### config.mk
export PLATFORM = sky130hd
export DESIGN_NAME = bldc_hall_emulator
export DESIGN_NICKNAME = d
export VERILOG_FILES = /design/src/rtl/bldc_pkg.sv /design/src/rtl/bldc_hall_emulator_pwm_duty_meter.sv /design/src/rtl/bldc_hall_emulator.sv
export SDC_FILE = /design/constraint.sdc
export NUM_CORES = 1
export LEC_CHECK = 0
export CORE_ASPECT_RATIO = 1.1
export CORE_UTILIZATION = 62
export CTS_CLUSTER_DIAMETER = 30
export DETAILED_ROUTE_END_ITERATION = 16
export GPL_ROUTABILITY_DRIVEN = 0
export MAX_ROUTING_LAYER = met4
export PLACE_DENSITY = 0.84
export SYNTH_ARGS = -nofsm -noshare
export SYNTH_HDL_FRONTEND = slang
export SYNTH_SLANG_ARGS = --single-unit
### constraint.sdc
create_clock -name CLK -period 5.14 [get_ports CLK]
set_input_delay 0.514 -clock CLK [delete_from_list [all_inputs] [get_ports CLK]]
set_output_delay 0.514 -clock CLK [all_outputs]
set_load 0.01 [all_outputs]
### src/rtl/bldc_pkg.sv
// bldc_pkg: shared drive encodings, hall table, direction type and vector decoder
package bldc_pkg;
  localparam logic [1:0] HI = 2'b10, LO = 2'b01, FLOAT = 2'b00, SHOOT = 2'b11;
  localparam logic [2:0] HALL_TABLE [6] = '{3'b001, 3'b011, 3'b010, 3'b110, 3'b100, 3'b101};
  typedef enum logic [1:0] {NONE, FWD, REV} dir_t;
  typedef struct packed {
    logic       valid;
    logic [2:0] target;
  } vec_t;
  function automatic vec_t vec_to_target(input logic [1:0] a, input logic [1:0] b, input logic [1:0] c);
    logic [2:0] hi, lo, fl;
    vec_t v;
    hi = {c == HI, b == HI, a == HI};
    lo = {c == LO, b == LO, a == LO};
    fl = {c == FLOAT, b == FLOAT, a == FLOAT};
    v.valid = $onehot(hi) && $onehot(lo) && $onehot(fl);
    case ({hi, lo})
      6'b001_010: v.target = 3'd1;
      6'b001_100: v.target = 3'd2;
      6'b010_100: v.target = 3'd3;
      6'b010_001: v.target = 3'd4;
      6'b100_001: v.target = 3'd5;
      default:    v.target = 3'd0;
    endcase
    return v;
  endfunction
endpackage

### src/rtl/bldc_hall_emulator_pwm_duty_meter.sv
// pwm_duty_meter: counts on-cycles per fixed window and latches the total at window end
module pwm_duty_meter #(
  parameter int WIN_LEN = 16,
  parameter int DW      = $clog2(WIN_LEN + 1)
) (
  input  logic          clk,
  input  logic          rst,
  input  logic          i_on,
  output logic [DW-1:0] o_duty
);
  logic [DW-1:0] r_win, r_on;
  always_ff @(posedge clk)
    if (rst) begin
      r_win  <= '0;
      r_on   <= '0;
      o_duty <= '0;
    end else if (r_win == DW'(WIN_LEN - 1)) begin
      r_win  <= '0;
      r_on   <= '0;
      o_duty <= r_on + DW'(i_on);
    end else begin
      r_win <= r_win + DW'(1);
      r_on  <= r_on + DW'(i_on);
    end
endmodule

### src/rtl/bldc_hall_emulator.sv
// bldc_hall_emulator: hall-sensor rotor model for six-step drive bring-up; BLDC_STALL_DETECT_EN adds STALL
module bldc_hall_emulator
  import bldc_pkg::*;
#(
  parameter int WIN_LEN     = 16,
  parameter int STEP_THRESH = 256,
  parameter int ACC_W       = 12,
  parameter int INIT_POS    = 0
`ifdef BLDC_STALL_DETECT_EN
  , parameter int STALL_CYCLES = 1024
`endif
) (
  input  logic                           CLK,
  input  logic                           RST,
  input  logic [1:0]                     A,
  input  logic [1:0]                     B,
  input  logic [1:0]                     C,
  output logic [2:0]                     H,
  output logic                           DIR,
  output logic                           FAULT,
  output logic [$clog2(WIN_LEN+1)-1:0]   DUTY
`ifdef BLDC_STALL_DETECT_EN
  , output logic                         STALL
`endif
);
  localparam int DW = $clog2(WIN_LEN + 1);
  logic [2:0]       r_pos, r_h;
  logic             r_dir, r_fault;
  logic [ACC_W-1:0] r_acc;
  dir_t             r_dir_q;
  vec_t             w_vec;
  logic             w_shoot, w_acc_en, w_step;
  logic [ACC_W-1:0] w_sum;
  logic [2:0]       w_fwd, w_rev, w_pos_nxt;
  dir_t             w_dir_new;
  pwm_duty_meter #(.WIN_LEN(WIN_LEN), .DW(DW)) u_duty (
    .clk(CLK), .rst(RST), .i_on(w_vec.valid), .o_duty(DUTY)
  );
  assign w_vec     = vec_to_target(A, B, C);
  assign w_shoot   = (A == SHOOT) || (B == SHOOT) || (C == SHOOT);
  assign w_fwd     = (r_pos == 3'd5) ? 3'd0 : r_pos + 3'd1;
  assign w_rev     = (r_pos == 3'd0) ? 3'd5 : r_pos - 3'd1;
  assign w_dir_new = (w_vec.target == w_fwd) ? FWD : (w_vec.target == w_rev) ? REV : NONE;
  assign w_sum     = r_acc + ACC_W'(DUTY);
  // a shoot-through input blocks the step on the very cycle it appears, before FAULT registers
  assign w_acc_en  = !r_fault && !w_shoot && (r_dir_q != NONE);
  assign w_step    = w_acc_en && (w_sum >= ACC_W'(STEP_THRESH));
  assign w_pos_nxt = (r_dir_q == FWD) ? w_fwd : w_rev;
  always_ff @(posedge CLK)
    if (RST) begin
      r_pos   <= 3'(INIT_POS);
      r_h     <= HALL_TABLE[INIT_POS];
      r_dir   <= 1'b1;
      r_fault <= 1'b0;
      r_acc   <= '0;
      r_dir_q <= NONE;
    end else begin
      if (w_shoot) r_fault <= 1'b1;
      if (w_step) begin
        r_acc   <= w_sum - ACC_W'(STEP_THRESH);
        r_pos   <= w_pos_nxt;
        r_h     <= HALL_TABLE[w_pos_nxt];
        r_dir   <= (r_dir_q == FWD);
        r_dir_q <= NONE;
      end else begin
        if (w_acc_en) r_acc <= w_sum;
        if (w_vec.valid) r_dir_q <= w_dir_new;
      end
    end
  assign H     = r_h;
  assign DIR   = r_dir;
  assign FAULT = r_fault;
`ifdef BLDC_STALL_DETECT_EN
  localparam int SW = $clog2(STALL_CYCLES + 1);
  logic [SW-1:0] r_stall_cnt;
  logic          r_stall;
  always_ff @(posedge CLK)
    if (RST || w_step) begin
      r_stall_cnt <= '0;
      r_stall     <= 1'b0;
    end else if (r_dir_q == NONE) r_stall_cnt <= '0;
    else begin
      if (r_stall_cnt != SW'(STALL_CYCLES)) r_stall_cnt <= r_stall_cnt + SW'(1);
      if (r_stall_cnt >= SW'(STALL_CYCLES - 1)) r_stall <= 1'b1;
    end
  assign STALL = r_stall;
`endif
endmodule
## Yosys cells after proc, flatten, opt, wreduce, memory -nomap -nowiden

Memory sizes are Yosys's and may differ from the RTL's. A register that Yosys moved wholly into a read port is not among the register bits.
Index checks and enable logic that the tools add are counted.

| storage, ports and cells | value |
|---|---|
| flip-flop bits (word level) | 34 |
| memory bits (read-only) | 24 |
| output and inout port bits | 10 |
| memories | 1 |

Memories:

| name | depth | width | rd ports | clocked after memory_dff | write ports | RTL line | text |
|---|---|---|---|---|---|---|---|
| (name not given) | 8 | 3 | 1 | 1 | 0 | bldc_hall_emulator.sv:62 | `r_h <= HALL_TABLE[w_pos_nxt];` |

| operators by class | value |
|---|---|
| $add $sub $neg | 12 |
| $lt $le $gt $ge | 1 |
| equality and inequality tests | 22 |
| multiplexer cells | 8 |
| bitwise gates (word level) | 1 |
| reductions and logical operators | 17 |

Operators with widths:

| operator | count |
|---|---|
| $mux W12 | 2 |
| $pmux W3 S5 | 1 |
| $eq A2 B1 Y1 const B | 7 |
| $add A12 B5 Y12 | 1 |
| $eq A2 B2 Y1 const B | 6 |
| $eq A6 B4 Y1 const B | 2 |
| $eq A6 B5 Y1 const B | 2 |
| $ge A12 B9 Y1 const B | 1 |
| $sub A12 B9 Y12 const B | 1 |
| $mux W3 | 3 |
| $add A1 B1 Y2 | 3 |
| $add A2 B1 Y2 | 3 |
| $eq A3 B3 Y1 | 2 |
| $eq A6 B6 Y1 const B | 1 |
| $logic_not A2 Y1 | 3 |
| $add A5 B1 Y5 | 1 |
| $add A5 B1 Y5 const B | 1 |
| $eq A5 B4 Y1 const B | 1 |
| $logic_and A1 B1 Y1 | 5 |
| $mux W2 | 2 |
| $not A3 Y4 | 1 |
| $reduce_bool A2 Y1 | 2 |
| $reduce_or A2 Y1 | 2 |
| $add A3 B1 Y3 const B | 1 |
| 5 further kinds | 7 |

## Logic depth before layout (Yosys ltp)

| logic depth | value |
|---|---|
| depth in word-level cells | 8 |
| depth in mapped cells | 12 |
| depth with buffers taken out | 11 |

## Cells and area by module

A second synthesis with hierarchy kept.

| second synthesis, totals | value |
|---|---|
| cells, all modules | 277 |
| area, all modules | 2431.1 µm² |

Modules (own cells, without submodules):

| module | times used | cells an instance | area an instance (µm²) | seq. area each (µm²) |
|---|---|---|---|---|
| bldc_hall_emulator | 1 | 224 | 1850.5 | 440.4 |
| pwm_duty_meter | 1 | 53 | 580.6 | 300.3 |

## Worst setup path before layout

Ideal clock, no wire load.

| timing | value |
|---|---|
| path type | reg-to-reg |
| start point | register u_duty.o_duty[0] |
| end point | register r_dir_q[1] |
| arrival | 2.532 ns |
| slack | 2.539 ns |
| stages on the path, launching flop included | 9 |
| buffers on the path | 0 |
| path through | dfxtp_1 -> ha_1 -> fa_1 -> a21o_1 -> a211o_1 -> o211ai_1 -> a41oi_2 -> or4_1 -> o21ai_1 |

| on the way | value |
|---|---|
| word-level cells in the longest chain between the ends | 4 |

RTL lines:

| element | RTL line | text |
|---|---|---|
| start, declared | bldc_hall_emulator_pwm_duty_meter.sv:9 | `output logic [DW-1:0] o_duty` |
| start signal, assigned | bldc_hall_emulator_pwm_duty_meter.sv:20 | `o_duty <= r_on + DW'(i_on);` |
| $add A12 B5 Y12 | bldc_hall_emulator.sv:44 | `assign w_sum = r_acc + ACC_W'(DUTY);` |
| $ge A12 B9 Y1 | bldc_hall_emulator.sv:47 | `assign w_step = w_acc_en && (w_sum >= ACC_W'(STEP_THRESH));` |
| $logic_and A1 B1 Y1 | bldc_hall_emulator.sv:47 |  |
| $reduce_or A2 Y1 (no source line) | -- |  |
| end signal, assigned | bldc_hall_emulator.sv:67 | `if (w_vec.valid) r_dir_q <= w_dir_new;` |
| end, declared | bldc_hall_emulator.sv:30 | `dir_t r_dir_q;` |

No other way between the ends.
A chain may end at the register's enable or synchronous reset.

## Final worst setup path

Same ends and word-level chain as after synthesis.

==> flow_summary_export.csv <==
group,metric,value,unit
global_routing,grt_antenna_before_repair,0,
cells_and_area,fin_area,2550,um2
sta,hold_viol_final,0,
synthesis,synth_top_family_by_area,"simple AND/OR/NAND/NOR gates",
drt,drc,0,
placed_design,dp_hpwl,3.16,mm
critical_path,path_class,"register to register",
synthesis,synth_nets,292,
sta,rsz0062_at_grt,"no",
cells_and_area,fillers,251,
drt,wirelength,4.19,mm
synthesis,synthXorXnorAreaFrac,4.95,%
placed_design,dpl_cell_area,2490,um2
global_routing,grt_overflow_total,0,
worst_hold_path,hold_class,"register to register",
synthesis,yosys.area.top_type,"dfxtp_1",
global_routing,grt_max_degree,26,
cts,root_buffer,"clkbuf_4",
synthesis,synth_ff_type,"dfxtp_1",
cts,cts_buffers,5,
sta,max_freq,329,MHz
drt,drtPass1Iterations,4,
global_routing,grt_pass1_wl,6.80,mm
synthesis,syn_area,2300,um2
synthesis,synth-compound-area-share,23.9,%
sta,timing.final.crit_period,3.04,ns
cells_and_area,fin_nets,304,
die,die_area,3960,um2
die,core_area,3440,um2
cts,cts_sinks,37,
sta,setup_viol,0,
drt,vias,1908,
synthesis,synthTopCellsByArea,"dfxtp_1 (32%), ha_1 (5.4%), nor2_1 (4.7%), a21oi_1 (3.9%), fa_1 (3.5%)",
synthesis,ys_warn_count,0,
sta,slew_violations,0,
synthesis,seq_area_frac_synth,32.2,%
synthesis,synth_simple_gate_area_share,24.3,%
synthesis,synth-edff-count,0,
sta,timing.final.ws_setup,2.10,ns
critical_path,cp-end-kind,"register",
cts,cts_max_level,2,
die,fp.dieW,60.1,um
sta,tns,0,ns
critical_path,crit_fanout,15,
cells_and_area,drive_gt1_share,8.51,%
critical_path,cp.arrival,3.33,ns
placed_design,dp_slack,2.02,ns
synthesis,synth_top_area_share,32.2,%
sta,worst_slew_pin_slew,0.671,ns
synthesis,ys_async_sr_fraction,0,%
synthesis,synth-seq-cells,37,
synthesis,syn-instance-count,270,
synthesis,muxShareOfSynthArea,1.74,%
cts,post-cts-setup-buffers,0,
global_routing,grt_pass1_vias,1615,
sta,maxSlewHeadroom,55.3,%
die,num_rows,22,
die,initial_utilization,66.8,%
job,cap_violations,0,
cts,path_clk_slew,0.11,ns
synthesis,synth.distinct_cells,59,
drt,routedWlPerCell,12.7,um
cells_and_area,area_growth_syn_to_layout,10.9,%
sta,clock_skew,0.00476,ns
synthesis,syn_area_per_cell,8.52,um2
cells_and_area,final_util,74.1,%
placed_design,portBuffers,17,
cts,cts_tree,"built",
synthesis,synth.most_common_cell,"dfxtp_1",
power,worst_ir_drop_vdd,124,uV
critical_path,cp-start-kind,"register",
cells_and_area,diodes,0,
drt,ant_nets,0,
power,p_per_area,201,nW/um2
sta,timing.final.crit_share,59.1,%
outcome,status,"finished clean",
die,io_pins,18,
cts,clock_latency,0.35,ns
cts,cts_max_path_buffers,2,
synthesis,synthAdderAreaFrac,8.92,%
critical_path,worstPathRequired,5.43,ns
cts,postCtsResizedCells,0,
global_routing,grtUsageTotal,23.6,%
drt,routed_via_density,5.78,
drt,first_iter_violations,85,
synthesis,synth_commonest_cells,"dfxtp_1 (37), nor2_1 (29), nand2_1 (20), a21oi_1 (18), clkbuf_1 (13)",
power,leakage,0.00102,uW
die,die_y,65.9,um
cts,cts_hold_buf,0,
## registers in the layout, indices dropped and copies added (netlist names)
register	cells
r_acc	12
u_duty.o_duty	5
FAULT	1
DIR	1
H	3
u_duty.r_win	5
r_dir_q	2
u_duty.r_on	5
r_pos	3
## metal layers
metal	up-vias	wire length, um	global-route usage [%]
met5	-	0	-
met4	0	74	11.0
met3	7	105	5.28
met2	25	2030	39.0
met1	874	1980	26.8
li1	1002	-	-
## report_power, final
part           total [uW]  internal [uW]  switching (uW)
logic                56.6           25.0            31.6
clock network         161           64.0            97.0
registers             294            291            3.09
total                 512            380             132
## placed cells by master, fill, tap and decap left out, drive strengths merged, types with 4 or more instances in the layout
cell type / instances
ha: 10
xnor2: 6
or2: 5
fa: 4
nand2b: 9
nor2: 29
nand2: 20
a21oi: 18
a211oi: 10
inv: 10
o21a: 4
o21ai: 9
a211o: 4
xor2: 7
dfxtp: 37
and2: 8
nand3: 5
nor3: 5
clkbuf: 6
a21o: 4
mux2i: 4
o211ai: 6
clkdlybuf4s50: 17
## cell type report
| type | count | area, um2 | share of cell area, % |
|---|---|---|---|
| inverters | 10 | 37.5 | 1.47 |
| clock inverters | 1 | 7.51 | 0.294 |
| repair buffers | 19 | 185 | 7.26 |
| clock buffers | 6 | 51.3 | 2.01 |
| multi-input cells | 209 | 1470 | 57.6 |
| well taps | 48 | 60.1 | 2.36 |
| flip-flops and latches | 37 | 741 | 29.0 |
## worst max-delay path, stage by stage (launching register included)
cell and delay [ns]:
dfxtp_1 0.35, ha_1 0.26, fa_1 0.43, a21o_1 0.22, a211o_1 0.26, o211ai_1 0.26
a41oi_2 0.45, or4_1 0.63, o21ai_1 0.11
## path summary, 6_finish.rpt
kind,startpoint,slack (ns),end,cells past startpoint
max reg2reg,u_duty.o_duty[0]$_SDFFE_PP0P_,2.10,r_dir_q[1]$_SDFFE_PP0N_,8
min,u_duty.r_win[0]$_SDFF_PP0_,0.45,u_duty.r_win[0]$_SDFF_PP0_,1
max,u_duty.o_duty[0]$_SDFFE_PP0P_,2.10,r_dir_q[1]$_SDFFE_PP0N_,8
min reg2reg,u_duty.r_win[0]$_SDFF_PP0_,0.45,u_duty.r_win[0]$_SDFF_PP0_,1
## per-stage QoR
step / hold WS [ns] / total power [uW] / instances
CTS: 0.456 / 517 / 330
detailed placement: 0.440 / 357 / 323
global placement: 0.429 / 356 / 323
global route: 0.485 / 537 / 330
floorplan: 0.418 / 340 / 270
finish: 0.452 / 512 / 330
## logic make-up (layout without fill, tap and decap cells)
family	Yosys count	after routing
AND/OR/NAND/NOR	103	103
AO/OA/AOI/OAI	75	75
flip-flops	37	37
buffers and inverters	24	36
adder cells (fa/ha/maj)	14	14
XOR/XNOR	13	13
multiplexers	4	4
Note: power is estimated with default switching activity, not from simulation.
